`src/rtl/piso_tx_pkg.sv`:
```
// rtl/piso_tx_pkg.sv - shared types and helpers for the piso_tx_sched scheduler
//
// Purpose : FSM state encoding, requester id constants and the two-way
//           round-robin pick used by the scheduler.
// Contents: state_e (IDLE, SHIFT), REQ0/REQ1, arb_pick().
package piso_tx_pkg;

  typedef enum logic {
    IDLE  = 1'b0,
    SHIFT = 1'b1
  } state_e;

  localparam logic REQ0 = 1'b0;
  localparam logic REQ1 = 1'b1;

  // Returns the id of the requester to grant. A lone valid requester always
  // wins; with both valid the round-robin pointer decides. With neither
  // valid the result is don't-care (callers qualify it with valid).
  function automatic logic arb_pick(input logic v0, input logic v1, input logic rr);
    logic pick;
    if (v0 && v1) begin
      pick = rr;
    end else if (v1) begin
      pick = REQ1;
    end else begin
      pick = REQ0;
    end
    return pick;
  endfunction

endpackage

```
`src/rtl/piso_shift_core.sv`:
```
// rtl/piso_shift_core.sv - WIDTH-bit parallel-load, shift-left register
//
// Purpose : Holds the word being serialised. load_i captures data_i,
//           shift_en_i shifts left by one with zero fill. load wins over
//           shift if both are asserted.
// Ports   : clk, rst_n (async active-low), load_i, shift_en_i,
//           data_i[WIDTH-1:0], msb_o (current MSB of the register).
module piso_shift_core #(
  parameter int WIDTH = 4
) (
  input  logic             clk,
  input  logic             rst_n,
  input  logic             load_i,
  input  logic             shift_en_i,
  input  logic [WIDTH-1:0] data_i,
  output logic             msb_o
);

  logic [WIDTH-1:0] sr_q;
  logic [WIDTH-1:0] sr_d;

  always_comb begin
    sr_d = sr_q;
    if (load_i) begin
      sr_d = data_i;
    end else if (shift_en_i) begin
      sr_d = {sr_q[WIDTH-2:0], 1'b0};
    end
  end

  always_ff @(posedge clk or negedge rst_n) begin
    if (!rst_n) begin
      sr_q <= '0;
    end else begin
      sr_q <= sr_d;
    end
  end

  assign msb_o = sr_q[WIDTH-1];

endmodule

```
`src/rtl/piso_tx_sched.sv`:
```
// rtl/piso_tx_sched.sv - two-requester round-robin scheduler feeding a PISO shifter
//
// Purpose : Arbitrates between two parallel word sources, loads the granted
//           word and shifts it out MSB-first on a valid/ready serial lane,
//           flagging the final (LSB) bit.
// Macro   : PISO_TX_SCHED_B2B_EN - when defined, a new word may be accepted
//           on the edge that consumes the last bit of the current word,
//           removing the idle bubble between words.
// Ports   : clk, reset (async active-low)
//           req0_valid/req0_data/req0_ready   requester 0 word handshake
//           req1_valid/req1_data/req1_ready   requester 1 word handshake
//           sout/sout_valid/sout_last/sout_ready  serial output handshake
//           grant_id  source of the word in flight
//           busy      high while shifting
module piso_tx_sched
  import piso_tx_pkg::*;
#(
  parameter int WIDTH = 4
) (
  input  logic             clk,
  input  logic             reset,
  input  logic             req0_valid,
  input  logic [WIDTH-1:0] req0_data,
  output logic             req0_ready,
  input  logic             req1_valid,
  input  logic [WIDTH-1:0] req1_data,
  output logic             req1_ready,
  output logic             sout,
  output logic             sout_valid,
  output logic             sout_last,
  input  logic             sout_ready,
  output logic             grant_id,
  output logic             busy
);

  localparam int CNT_W = (WIDTH > 1) ? $clog2(WIDTH) : 1;

  state_e           state_q, state_d;
  logic [CNT_W-1:0] cnt_q, cnt_d;
  logic             grant_q, grant_d;
  logic             rr_q, rr_d;

  logic             arb_window;
  logic             pick;
  logic             accept;
  logic             bit_xfer;
  logic             last_bit;
  logic             shift_en;
  logic [WIDTH-1:0] load_data;
  logic             core_msb;

  assign last_bit = (cnt_q == '0);
  assign bit_xfer = (state_q == SHIFT) && sout_ready;

  // Cycles in which a new word may be taken.
`ifdef PISO_TX_SCHED_B2B_EN
  assign arb_window = (state_q == IDLE) ||
                      ((state_q == SHIFT) && last_bit && sout_ready);
`else
  assign arb_window = (state_q == IDLE);
`endif

  assign pick       = arb_pick(req0_valid, req1_valid, rr_q);
  assign req0_ready = arb_window && req0_valid && (pick == REQ0);
  assign req1_ready = arb_window && req1_valid && (pick == REQ1);
  // Each ready already includes its own valid, so either one means a handshake.
  assign accept     = req0_ready || req1_ready;
  assign load_data  = (pick == REQ1) ? req1_data : req0_data;

  // The last bit is never shifted out of the register: the word either ends
  // (register contents no longer visible) or is replaced by a load.
  assign shift_en   = bit_xfer && !last_bit;

  always_comb begin
    state_d = state_q;
    cnt_d   = cnt_q;
    grant_d = grant_q;
    rr_d    = rr_q;
    if (accept) begin
      state_d = SHIFT;
      cnt_d   = CNT_W'(WIDTH - 1);
      grant_d = pick;
      rr_d    = ~pick;
    end else if (bit_xfer) begin
      if (last_bit) begin
        state_d = IDLE;
      end else begin
        cnt_d = cnt_q - 1'b1;
      end
    end
  end

  always_ff @(posedge clk or negedge reset) begin
    if (!reset) begin
      state_q <= IDLE;
      cnt_q   <= '0;
      grant_q <= REQ0;
      rr_q    <= REQ0;
    end else begin
      state_q <= state_d;
      cnt_q   <= cnt_d;
      grant_q <= grant_d;
      rr_q    <= rr_d;
    end
  end

  piso_shift_core #(
    .WIDTH (WIDTH)
  ) u_core (
    .clk        (clk),
    .rst_n      (reset),
    .load_i     (accept),
    .shift_en_i (shift_en),
    .data_i     (load_data),
    .msb_o      (core_msb)
  );

  // Serial outputs are decoded from registered state only; sout is forced
  // low in IDLE because the register still holds the previous LSB there.
  assign sout       = (state_q == SHIFT) && core_msb;
  assign sout_valid = (state_q == SHIFT);
  assign sout_last  = (state_q == SHIFT) && last_bit;
  assign busy       = (state_q == SHIFT);
  assign grant_id   = grant_q;

endmodule

```
`config.mk`:
```
export PLATFORM = sky130hd
export DESIGN_NAME = piso_tx_sched
export DESIGN_NICKNAME = d
export VERILOG_FILES = /design/src/rtl/piso_tx_pkg.sv /design/src/rtl/piso_shift_core.sv /design/src/rtl/piso_tx_sched.sv
export SDC_FILE = /design/constraint.sdc
export NUM_CORES = 1
export LEC_CHECK = 0
export ABC_AREA = 1
export CAP_MARGIN = 0
export CORE_AREA = 2 2 39 41
export CTS_CLUSTER_SIZE = 28
export DETAILED_ROUTE_END_ITERATION = 10
export DIE_AREA = 0 0 41 43
export GPL_ROUTABILITY_DRIVEN = 0
export GPL_TIMING_DRIVEN = 0
export PLACE_DENSITY = 0.79
export SLEW_MARGIN = 20
export SYNTH_ARGS = -nofsm -noshare
export SYNTH_HDL_FRONTEND = slang
export SYNTH_SLANG_ARGS = --single-unit
```
`constraint.sdc`:
```
create_clock -name clk -period 3.2 [get_ports clk]
set_input_delay 0.64 -clock clk [delete_from_list [all_inputs] [get_ports clk]]
set_output_delay 0.64 -clock clk [all_outputs]
set_load 0.1 [all_outputs]
```
==> results of run 1 <==
==> per-layer routing <==
metal  track usage  wire length [um]  vias to the layer above  part of all wire
met1         0.205               463                      219              0.42
met2         0.247               522                       26              0.47
met4         0.100                32                        0             0.029
met5             0                 0                        -                 0
met3        0.0471                84                        4             0.076
li1              -                 -                      272                 -
==> kinds of logic after synthesis <==
kind of cell | Yosys count | synth area share
and+or+nand+nor | 39 | 0.318
AOI/OAI and AO/OA | 10 | 0.122
DFF | 9 | 0.415
adders and majority gates | 1 | 0.0230
buffers and inverters | 15 | 0.122
==> critical path, delay by kind of cell <==
| family | cells | cell delay (ns) |
|---|---|---|
| buffers and inverters | 3 | 1.45 |
| and+or+nand+nor | 3 | 0.36 |
==> flip-flops by register name (all words and copies together), names as in the netlist <==
signal / flops
busy: 1
cnt_q: 2
grant_id: 1
rr_q: 1
u_core.sr_q: 4
==> stage by stage <==
stage / setup TNS, ns / hold WS [ns] / total power [uW] / std cells
after floorplan: 0 / 0.344 / 620 / 74
after global placement: -0.261 / 0.466 / 727 / 109
after detailed placement: -0.265 / 0.474 / 742 / 109
after CTS: 0 / 0.481 / 828 / 113
after global routing: 0 / 0.512 / 885 / 113
final: 0 / 0.473 / 821 / 113
==> layout make-up <==
| class | instances | share of cell area |
|---|---|---|
| multi-input cells | 50 | 0.324 |
| flip-flops and latches | 9 | 0.290 |
| repair buffers | 19 | 0.242 |
| inverters | 13 | 0.0660 |
| clock buffers | 4 | 0.0338 |
| well taps | 16 | 0.0258 |
| plain buffers | 2 | 0.0193 |
==> placed cells by master (no fill, tap or decap), drive strengths merged <==
cell type      netlist  final
inv                 13     13
o22ai                1      1
dfrtp                9      9
buf                  2      2
nand3                5      5
a21oi                2      2
dlygate4sd2          0      2
o21ai                7      7
nand3b               1      1
ha                   1      1
clkbuf               0      4
nor2                 5      5
nand2               28     28
clkdlybuf4s50        0     17
==> report_power, final <==
| group | switching [uW] | leakage, uW | total [uW] | internal [uW] |
|---|---|---|---|---|
| Combinational | 384 | 0.000285 | 537 | 152 |
| Clock | 40.1 | 0.0000150 | 88.2 | 48.1 |
| Sequential | 28.7 | 0.000107 | 197 | 168 |
==> what timing repair did <==
item / CTS / global route
hold buffers: 0 / 0
endpoints found under the hold margin: 0 / 0
endpoints found under the setup margin: 2 / 0
resized for setup: 2 / 0
==> path summary, 6_finish.rpt <==
check	slack [ns]	endpoint	cells after the start	from
max	0.11	req0_ready	6	req0_valid
min	0.47	cnt_q[0]$_DFFE_PN0P_	1	cnt_q[0]$_DFFE_PN0P_
max reg2reg	1.84	u_core.sr_q[2]$_DFFE_PN0P_	6	cnt_q[0]$_DFFE_PN0P_
min reg2reg	0.47	cnt_q[0]$_DFFE_PN0P_	1	cnt_q[0]$_DFFE_PN0P_
max in group asynchronous	2.24	u_core.sr_q[2]$_DFFE_PN0P_	1	reset
min in group asynchronous	0.67	busy$_DFFE_PN0P_	1	reset
==> summary.txt, run 1 <==
Post-layout util - 0.561
CTS tree - built
Final min period - 3.09 ns
Post-synthesis sequential area ratio - 0.415
Hold Fails Final Rpt - 0
Row cnt - 14
Antenna Nets Post-Route - 0
Core area - 1380 um2
Dominant cell type by area after synthesis - dfrtp_1
Post-Synthesis Cells - 74
Post-synth net total - 88
Setup Buffers After CTS - 0
CTS H-tree lvls - 1
DP Worst Slack - -0.179 ns
WP data required - 2.56 ns
Worst-Skew Late Latency - 0.26 ns
Total grt overflow - 0
DR iter-0 viols - 4
FMAX - 0.323 GHz
Initial antenna violation count - 0
Sequential Area - 225 um2
RSZ-0062 raised after global routing - false
Max Clock Skew - 0.00119 ns
Vias - 521
Die area - 1760 um2
Die Ht - 43 um
Diodes inserted - 0
Syn_area_per_cell - 7.34 um2
Yosys top cell area share - 0.415
Placed Instance Area - 753 um2
Netlist cell types - 19
Crit path DAT - 2.45 ns
GRT Total Usage - 0.167
Worst Tran Pin Value - 0.965 ns
DR DRC count - 0
Drt wl/cell - 9.76 um
Initial core utilization - 0.392
Syn-to-layout area delta - 43.1%
Vias in the first global route - 474
Fin area - 777 um2
Max Slew Vio Count - 0
Largest net degree at the start of global routing - 10
#FFs+latches synth - 9
Footprint of the multi-input gates - 251 um2
Fin worst setup slack - 0.109 ns
CP max-delay cell - dlygate4sd2_1
Synth top area cells - dfrtp_1, nand2_1, inv_1
Cell area after synthesis - 543 um2
Total Wirelength - 1.10 mm
Most frequent cell after synthesis - nand2_1
Crit-path cells - clkdlybuf4s50_1 > nand2_1 > nand2_2 > inv_2 > nor2_1 > dlygate4sd2_1
Slowest cell delay on critical path - 0.85 ns
Worst slew margin - 0.355
Status - finished clean
Number of port buffers - 19
Final setup viols - 0
Detail-routed via count per cell - 4.61
WS Path Type - input port to output pin
CTS Sinks - 9
Synth cell count leaders - nand2_1, inv_1, dfrtp_1, nand3_1
# Max-Cap Violations - 0
Hold WC Path Type - flop to flop
Pleak - 0.000408 uW
Initial DRT Pass Iterations - 4
Asr flop ratio synth - 1.00
Layout cells sized above 1 - 0.144
Root buf cell - clkbuf_4
CP Max Fanout - 8
Startpoint Class - input port
Synthesis warning total - 0
Crit end category - output pin
Post-synth top flop - dfrtp_1
Tcrit/Tclk final - 0.966
Die width - 41 um
First-pass GRT wire length - 1.91 mm
I/O Pins - 20
Nets - 112
CTS clk-pin slew, worst paths - 0.06 ns
Post-synth EDFFs - 0
Pwr Density - 1060 nW/um2
Hpwl dp - 877 um
Total CTS buffers - 3
Fillers - 139
CTS max path bufs - 2
Peak supply drop - 0.491 mV
No activity file was read; power rests on OpenSTA's default activity.
==> inputs of run 2 (changes only) <==
Settings changed: CORE_AREA 2 2 39 41 to unset, CORE_MARGIN set to 2, CORE_UTILIZATION set to 41, DIE_AREA 0 0 41 43 to unset, PLACE_DENSITY 0.79 to 0.8, SLEW_MARGIN 20 to 0.
Clock period 3.2 ns to 3.04 ns, I/O delays scaled along.
==> run 2 against run 1 <==
  * Cell count decreased by 0.88%
  * Non-clock buffer count unchanged
  * Critical path depth decreased by 2
  * Combinational power increased by 4.8%
  * Register-to-register slack got worse by 0.11 ns
  * Worst hold slack improved by 0.0059 ns
  * First-iteration DRC count increased by 100%
  * Utilization increased by 5.0 points
  * Die area decreased by 7.5%
  * Total power increased by 5.1%
  * Global-route usage increased by 0.14 points
  * Critical path type unchanged
  * Largest cell class unchanged
==> summary.txt, run 2 (synthesis gave the netlist of run 1 again) <==
Initial DRT Pass Iterations - 4 (unchanged)
Status - finished clean (unchanged)
Crit path DAT - 2.32 ns (was 2.45 ns)
Vias in the first global route - 437 (was 474)
Nets - 112 (unchanged)
WS Path Type - input port to output pin (unchanged)
Biggest regs - u_core.sr_q: 4 flops, cnt_q: 2 flops (unchanged)
Total grt overflow - 0 (unchanged)
DR DRC count - 0 (unchanged)
Worst-Skew Late Latency - 0.26 ns (about the same)
Largest net degree at the start of global routing - 10 (unchanged)
Number of port buffers - 19 (unchanged)
Fin area - 776 um2 (was 777 um2)
Core area - 1270 um2 (was 1380 um2)
Crit-path cells - clkdlybuf4s50_1 > nand2_2 > nor2_1 > dlygate4sd2_1 (was clkdlybuf4s50_1 > nand2_1 > nand2_2 > inv_2 > nor2_1 > dlygate4sd2_1)
CTS Sinks - 9 (unchanged)
CP Max Fanout - 8 (unchanged)
Vias - 513 (was 521)
Buffers & Inverters on Critical Path - 2 (was 3)
FMAX - 0.342 GHz
Diodes inserted - 0 (unchanged)
Pleak - 0.000407 uW (was 0.000408 uW)
I/O Pins - 20 (unchanged)
Max Clock Skew - 0.00129 ns (was 0.00119 ns)
Worst Hold Slack - 0.479 ns (was 0.473 ns)
Layout cells sized above 1 - 0.175 (was 0.144)
CTS tree - built (unchanged)
Slowest cell delay on critical path - 0.85 ns (about the same)
Hpwl dp - 869 um (was 877 um)
GRT met2 Usage - 0.262 (was 0.247)
Row cnt - 13 (was 14)
Commonest cells after routing, fill and taps aside - nand2_1, clkdlybuf4s50_1, inv_1, dfrtp_1, nand3_1 (unchanged)
Met1 usage - 0.223 (was 0.205)
Commonest non-fill, non-tap cell in the layout - nand2_1 (unchanged)
Crit end category - output pin (unchanged)
Pwr Density - 1110 nW/um2 (was 1060 nW/um2)
Grt met3 use - 0.0667 (was 0.0471)
Die area - 1630 um2 (was 1760 um2)
Antenna Nets Post-Route - 0 (unchanged)
Root buf cell - clkbuf_4 (unchanged)
CTS clk-pin slew, worst paths - 0.06 ns (about the same)
Hold buffer count at CTS - 0 (unchanged)
Max reg flops - 4 (unchanged)
WP data required - 2.43 ns (was 2.56 ns)
CP max-delay cell - dlygate4sd2_1 (unchanged)
Die width - 40.4 um (was 41 um)
Detail-routed via count per cell - 4.58 (was 4.61)
CTS max path bufs - 2 (unchanged)
Worst slew margin - 0.350 (was 0.355)
Drt wl/cell - 9.91 um (was 9.76 um)
Initial core utilization - 0.428 (was 0.392)
RSZ-0062 raised after global routing - false (unchanged)
Syn-to-layout area delta - 42.9% (was 43.1%)
# Max-Cap Violations - 0 (unchanged)
Total Wirelength - 1.11 mm (was 1.10 mm)
Initial antenna violation count - 0 (unchanged)
Final min period - 2.93 ns
Worst Tran Pin Value - 0.971 ns (was 0.965 ns)
DR iter-0 viols - 8 (was 4)
Busiest grt layer - met2 (unchanged)
Setup Buffers After CTS - 0 (unchanged)
Crit path max-delay family - buffers and inverters (unchanged)
Hold WC Path Type - flop to flop (unchanged)
Hold Fails Final Rpt - 0 (unchanged)
Final setup viols - 0 (unchanged)
Tcrit/Tclk final - 0.962
Peak supply drop - 0.498 mV (was 0.491 mV)
Die Ht - 40.4 um (was 43 um)
Placed Instance Area - 754 um2 (was 753 um2)
Startpoint Class - input port (unchanged)
Post-cts resize count - 3 (was 2)
Max Slew Vio Count - 0 (unchanged)
CTS H-tree lvls - 1 (unchanged)
GRT Total Usage - 0.168 (was 0.167)
Total CTS buffers - 3 (unchanged)
First-pass GRT wire length - 1.83 mm (was 1.91 mm)
Biggest register - u_core.sr_q (unchanged)
==> run 2: changes by cell type in the layout (fill, tap and decap cells not counted) <==
cell / before / now
clkbuf_2: 0 / 1
dlygate4sd2_1: 2 / 1
clkinv_2: 0 / 1
clkbuf_1: 1 / 0
nor2_1: 3 / 2
nor2_2: 1 / 2
==> run 2: final timing paths <==
| kind | from | to | slack, ns | depth (start not counted) |
|---|---|---|---|---|
| max | req1_valid | req1_ready | 0.11 | 4 |
| min | cnt_q[0]$_DFFE_PN0P_ | cnt_q[0]$_DFFE_PN0P_ | 0.48 | 1 |
| max reg2reg | cnt_q[0]$_DFFE_PN0P_ | u_core.sr_q[1]$_DFFE_PN0P_ | 1.73 | 6 |
| min reg2reg | cnt_q[0]$_DFFE_PN0P_ | cnt_q[0]$_DFFE_PN0P_ | 0.48 | 1 |
| max in group asynchronous | reset | busy$_DFFE_PN0P_ | 2.12 | 1 |
| min in group asynchronous | reset | u_core.sr_q[0]$_DFFE_PN0P_ | 0.64 | 1 |
==> run 2: through the flow <==
step	utilization	setup WS (ns)	setup TNS, ns	total power (uW)	std cells
final	0.611	0.114	0	863	112
after CTS	0.615	0.0239	0	870	112
after global placement	0.595	-0.264	-0.441	768	108
after floorplan	-	0.103	0	654	74
after global routing	0.611	0.0574	0	918	112
after detailed placement	0.595	-0.284	-0.454	776	108
==> run 2: per-layer routing <==
metal / part of all wire / routed length, um / vias to the layer above
met5: 0 / 0 / -
met1: 0.48 / 531 / 228
met3: 0.051 / 57 / 0
li1: - / - / 272
met2: 0.47 / 521 / 13
met4: 0 / 0 / 0
==> run 2: cell type report <==
class                   instances  area, um2
fillers                       118        493
clock buffers                   3       22.5
multi-input cells              50        254
repair buffers                 19        184
clock inverters                 1       5.00
inverters                      13       51.3
plain buffers                   2       15.0
flip-flops and latches          9        225
well taps                      15       18.8
==> run 2: worst register-to-register path: stages (launching register included) <==
cell and delay, ns:
dfrtp_1 0.36, inv_1 0.05, ha_1 0.23, nand3b_2 0.29, o21ai_0 0.19, nand2_1 0.07, nand2_1 0.06
==> run 2: power by group <==
group / total [uW] / switching (uW) / leakage, uW / internal [uW]
clock network: 94.5 / 45.8 / 0.0000177 / 48.6
logic: 563 / 403 / 0.000282 / 160
registers: 206 / 28.9 / 0.000107 / 177
==> patch 1 (config.mk and constraints of run 2) <==
`WIDTH` is set to 4 in 2 places; all go to 8.
--- a/src/rtl/piso_shift_core.sv
+++ b/src/rtl/piso_shift_core.sv
@@ -6,7 +6,7 @@
 // Ports   : clk, rst_n (async active-low), load_i, shift_en_i,
 //           data_i[WIDTH-1:0], msb_o (current MSB of the register).
 module piso_shift_core #(
-  parameter int WIDTH = 4
+  parameter int WIDTH = 8
 ) (
   input  logic             clk,
   input  logic             rst_n,
--- a/src/rtl/piso_tx_sched.sv
+++ b/src/rtl/piso_tx_sched.sv
@@ -15,7 +15,7 @@
 module piso_tx_sched
   import piso_tx_pkg::*;
 #(
-  parameter int WIDTH = 4
+  parameter int WIDTH = 8
 ) (
   input  logic             clk,
   input  logic             reset,
Ports: changed (resized req0_data and req1_data); port bits go from 20 to 28. No check against the original RTL was run, so the function may have changed too.
==> patch 1 against run 2 <==
  * Power up 35%
  * Worst setup slack better by 29 ps
  * Area after synthesis up 52%
  * First-iteration DRC count up 13%
  * Design area up 50%
  * Routed wire length up 62%
  * Final cell count up 46%
  * Sequential cell count up 5
  * Highest routed layer is now met4
==> patch 1: results <==
[outcome]
status = "finished clean"

[clock_tree]
post_cts_buffers = 0
clkTransAtPathRegs_ps = 80
clock_latency_ps = 280

[synthesis]
synth-async-reset-ratio_pct = 100
synth_xor_xnor_area_share_pct = 1.06
synth_top_area_share_pct = 42.5
synth_area_leaders = "dfrtp_1 42%, nand2_1 16%, nand3_1 13%"
synth_compound_area_share_pct = 9.10
synthFlopType = "dfrtp_1"
synth_fa_ha_area_share_pct = 3.03
ys_types = 22
synthMuxAreaShare_pct = 0
syn_inst = 106
syn_nets = 129
synth_top_cells_by_count = "35 x nand2_1, 22 x nand3_1, 14 x dfrtp_1, 9 x inv_1, 3 x o21ai_0"
ys_seq_area_share_pct = 42.5

[pwr]
p_leak_nw = 0.569
ir_worst_vdd_mv = 0.645

[critical_path]
cpLargestDelayFamily = "buffers and inverters"
critPathMaxStageDelay_ps = 580
critPathArrivalTime_ps = 2290
crit_fanout = 9
cp_slowest_cell = "clkdlybuf4s15_2"

[place]
io_buffers = 27
hpwl_mm = 1.35
dp.cells = 160
pre_cts_slack_ps = -411

[timing]
relSlewSlack_pct = 35.5
fin_worst_skew_ps = 0.929

[global_route]
grt_max_degree = 15
overflow = 0
grt_util_all_layers_pct = 16.0
antenna_found_initial = 0
grt_pass1_vias = 702
grt_pass1_wl_mm = 2.99

[route]
vias = 775
drtIter0Drc = 9
wl_per_cell_um = 11.0
via_per_inst = 4.75

[worst_hold_path]
min_path_type = "reg2reg"

[cells_and_area]
fillers = 182
final_layout_size_suffix_gt1_share_pct = 14.0
top_regs = "u_core.sr_q (8), cnt_q (3)"
[patch 1: cell count changes in the layout (fill, tap and decap cells not counted), sizes merged, moves of 2 or more]
cell,change
clkdlybuf4s15,+2
dfrtp,+5
nand2,+10
nand3,+18
clkdlybuf4s50,+8
inv,-3
[patch 1: path summary, 6_finish.rpt]
path                                 from              to  slack [ps]  depth (start not counted)
max                            req0_valid      req1_ready         140                          5
min                        u_core.sr_q[1]  u_core.sr_q[1]         480                          2
min reg2reg                u_core.sr_q[1]  u_core.sr_q[1]         480                          2
max reg2reg                      cnt_q[0]  u_core.sr_q[3]        1650                          8
max in group asynchronous           reset  u_core.sr_q[2]        1930                          1
min in group asynchronous           reset  u_core.sr_q[5]         710                          1
[patch 1: worst min-delay path, delay by kind of cell (launching register included)]
kind          cells  cell delay, ps
flops             1             350
simple gates      2             110
[patch 1: cell type report]
type,instances,area share [%]
sequential,14,30.2
clock buffer,3,1.94
timing repair buffer,27,23.5
inverter,10,3.24
buffer,3,2.80
tap,27,2.91
multi-input combinational,79,35.4
[patch 1: per-layer routing]
| metal | global-route usage, % | wire, um |
|---|---|---|
| met5 | 0 | 0 |
| met3 | 3.99 | 80 |
| met2 | 26.5 | 898 |
| met1 | 20.2 | 799 |
| met4 | 5.71 | 21 |
[patch 1: logic make-up after synthesis]
group                    after synthesis
AO/OA/AOI/OAI                         11
buffers and inverters                 13
AND/OR/NAND/NOR                       65
flip-flops                            14
adder cells (fa/ha/maj)                2
XOR/XNOR                               1
[patch 1: stage by stage]
step	area (sq um)	util [%]	power [mW]
2_1_floorplan	831	-	0.897
4_1_cts	1160	60.4	1.17
6_report	1160	60.4	1.16
5_1_grt	1160	60.4	1.25
3_3_place_gp	1130	59.0	1.05
3_5_place_dp	1130	59.0	1.07
[patch 1: where the power goes]
| group | total [mW] | switching [mW] | internal (mW) |
|---|---|---|---|
| Combinational | 0.732 | 0.502 | 0.230 |
| Sequential | 0.327 | 0.0524 | 0.275 |
| Clock | 0.104 | 0.0580 | 0.0460 |
| Total | 1.16 | 0.613 | 0.550 |
[patch 1: repair_timing]
| item | in CTS | in global routing |
|---|---|---|
| setup endpoints to repair | 2 | 0 |
| hold buffers | 0 | 0 |
| resized for setup | 6 | 0 |
==> patch 2 (config.mk and constraints of run 2) <==
Without the edit above. Make the reset (`reset` and `rst_n`) synchronous in 2 clocked blocks. Comments in the files are not updated.
--- a/src/rtl/piso_shift_core.sv
+++ b/src/rtl/piso_shift_core.sv
@@ -28,7 +28,7 @@
     end
   end
 
-  always_ff @(posedge clk or negedge rst_n) begin
+  always_ff @(posedge clk) begin
     if (!rst_n) begin
       sr_q <= '0;
     end else begin
--- a/src/rtl/piso_tx_sched.sv
+++ b/src/rtl/piso_tx_sched.sv
@@ -90,7 +90,7 @@
     end
   end
 
-  always_ff @(posedge clk or negedge reset) begin
+  always_ff @(posedge clk) begin
     if (!reset) begin
       state_q <= IDLE;
       cnt_q   <= '0;
Check against the original RTL: differs if reset is asserted again (counterexample within 4 cycles, from zero or initial values and one cycle with reset low); with reset held inactive, the same outputs for 10 cycles.
==> patch 2 against run 2 <==
  * Worst setup slack gained 260 ps
  * Area after synthesis shrank 3.0%
  * Clock skew grew 5.4 ps
  * Global-route usage shrank 1.2 points
  * Sequential share of layout area shrank 4.7 points
  * First-iteration DRC count shrank 13%
  * Routed wire length shrank 11%
  * Design area shrank 4.5%
  * Sequential cell count is the same
  * Register-to-register slack gained 50 ps
Power is not compared: it rests on default switching activity, and its combinational part moved more than twofold at a synthesized area within 25%.
==> patch 2: results <==
[synthesis]
synth_top_cells_by_count = "21 x nand2_1, 14 x inv_1, 9 x a21oi_1, 9 x dfxtp_1, 9 x nor2_1"
ys_types = 17
syn_nets = 97
syn_inst = 83
synthFlopType = "dfxtp_1"
synth-warning-count = 0
synth-async-reset-ratio_pct = 0
ys_seq_area_share_pct = 34.2
synth_area_leaders = "dfxtp_1 34%, nand2_1 15%, inv_1 10%"

[worst_hold_path]
min_path_type = "reg2reg"
whs_path_depth = 2

[place]
io_buffers = 18
dp.cells = 115
hpwl_um = 775

[route]
drtIter0Drc = 7
vias = 550
wl_per_cell_um = 8.31
totalWireLength_um = 989

[cells_and_area]
fillers = 101
final_layout_size_suffix_gt1_share_pct = 14.3
top_regs = "u_core.sr_q (4), cnt_q (2)"

[clock_tree]
cts_made_buffers = 3
cts-root-buf = "clkbuf_4"
post_cts_buffers = 0
post_cts_resized = 3

[critical_path]
r2r_cells = 8
critPathArrivalTime_ps = 2060

[pwr]
p_comb_mw = 0.143
ir_worst_vdd_mv = 0.437

[outcome]
status = "finished clean"

[timing]
fin_worst_skew_ps = 6.74
relSlewSlack_pct = 35.8

[global_route]
grt_util_all_layers_pct = 15.7
grt_max_degree = 11
grt_pass1_vias = 385
grt_pass1_wl_mm = 1.61
-- patch 2: per-stage QoR --
step / utilization, % / hold WS, ps / worst slack [ps] / power (mW) / cell area [sq um]
2_1_floorplan: - / 434 / 634 / 0.246 / 527
3_3_place_gp: 62.7 / 444 / -285 / 0.283 / 724
3_5_place_dp: 62.7 / 451 / -306 / 0.285 / 724
4_1_cts: 64.8 / 460 / 5.36 / 0.374 / 749
5_1_grt: 64.1 / 478 / 279 / 0.393 / 741
6_report: 64.1 / 456 / 371 / 0.368 / 741
-- patch 2: worst max-delay path, cell delays in order --
cell and delay (ps):
clkdlybuf4s50_1 560, nand2_2 150, nand2_1 130, nand3_1 100, inv_1 70, clkbuf_2 440
-- patch 2: area by class of cell --
cell class	count	area, sq um	share of cell area (%)
Multi-Input combinational cell	56	267	36.0
Buffer	2	18.8	2.53
Inverter	16	61.3	8.28
Sequential cell	9	180	24.3
Tap cell	14	17.5	2.36
Timing Repair Buffer	18	170	23.0
Clock buffer	4	26.3	3.55
-- patch 2: metal layers --
metal  wire length (um)  GRT usage (%)
met1                487           20.2
met2                426           21.7
met3                 71           8.52
met4                  4           5.17
met5                  0              0
-- patch 2: kinds of logic after synthesis --
| kind of cell | Yosys count | synth area share (%) |
|---|---|---|
| buffers and inverters | 18 | 15.2 |
| AO/OA/AOI/OAI | 11 | 11.2 |
| AND/OR/NAND/NOR | 44 | 37.1 |
| flip-flops | 9 | 34.2 |
| adder cells (fa/ha/maj) | 1 | 2.37 |
-- patch 2: path summary, 6_finish.rpt --
| path | startpoint | to | slack [ps] |
|---|---|---|---|
| setup / recovery | req0_valid | req0_ready | 370 |
| hold / removal | cnt_q[1] | cnt_q[1] | 460 |
| setup reg to reg | cnt_q[0] | u_core.sr_q[0] | 1780 |
| hold reg to reg | cnt_q[1] | cnt_q[1] | 460 |
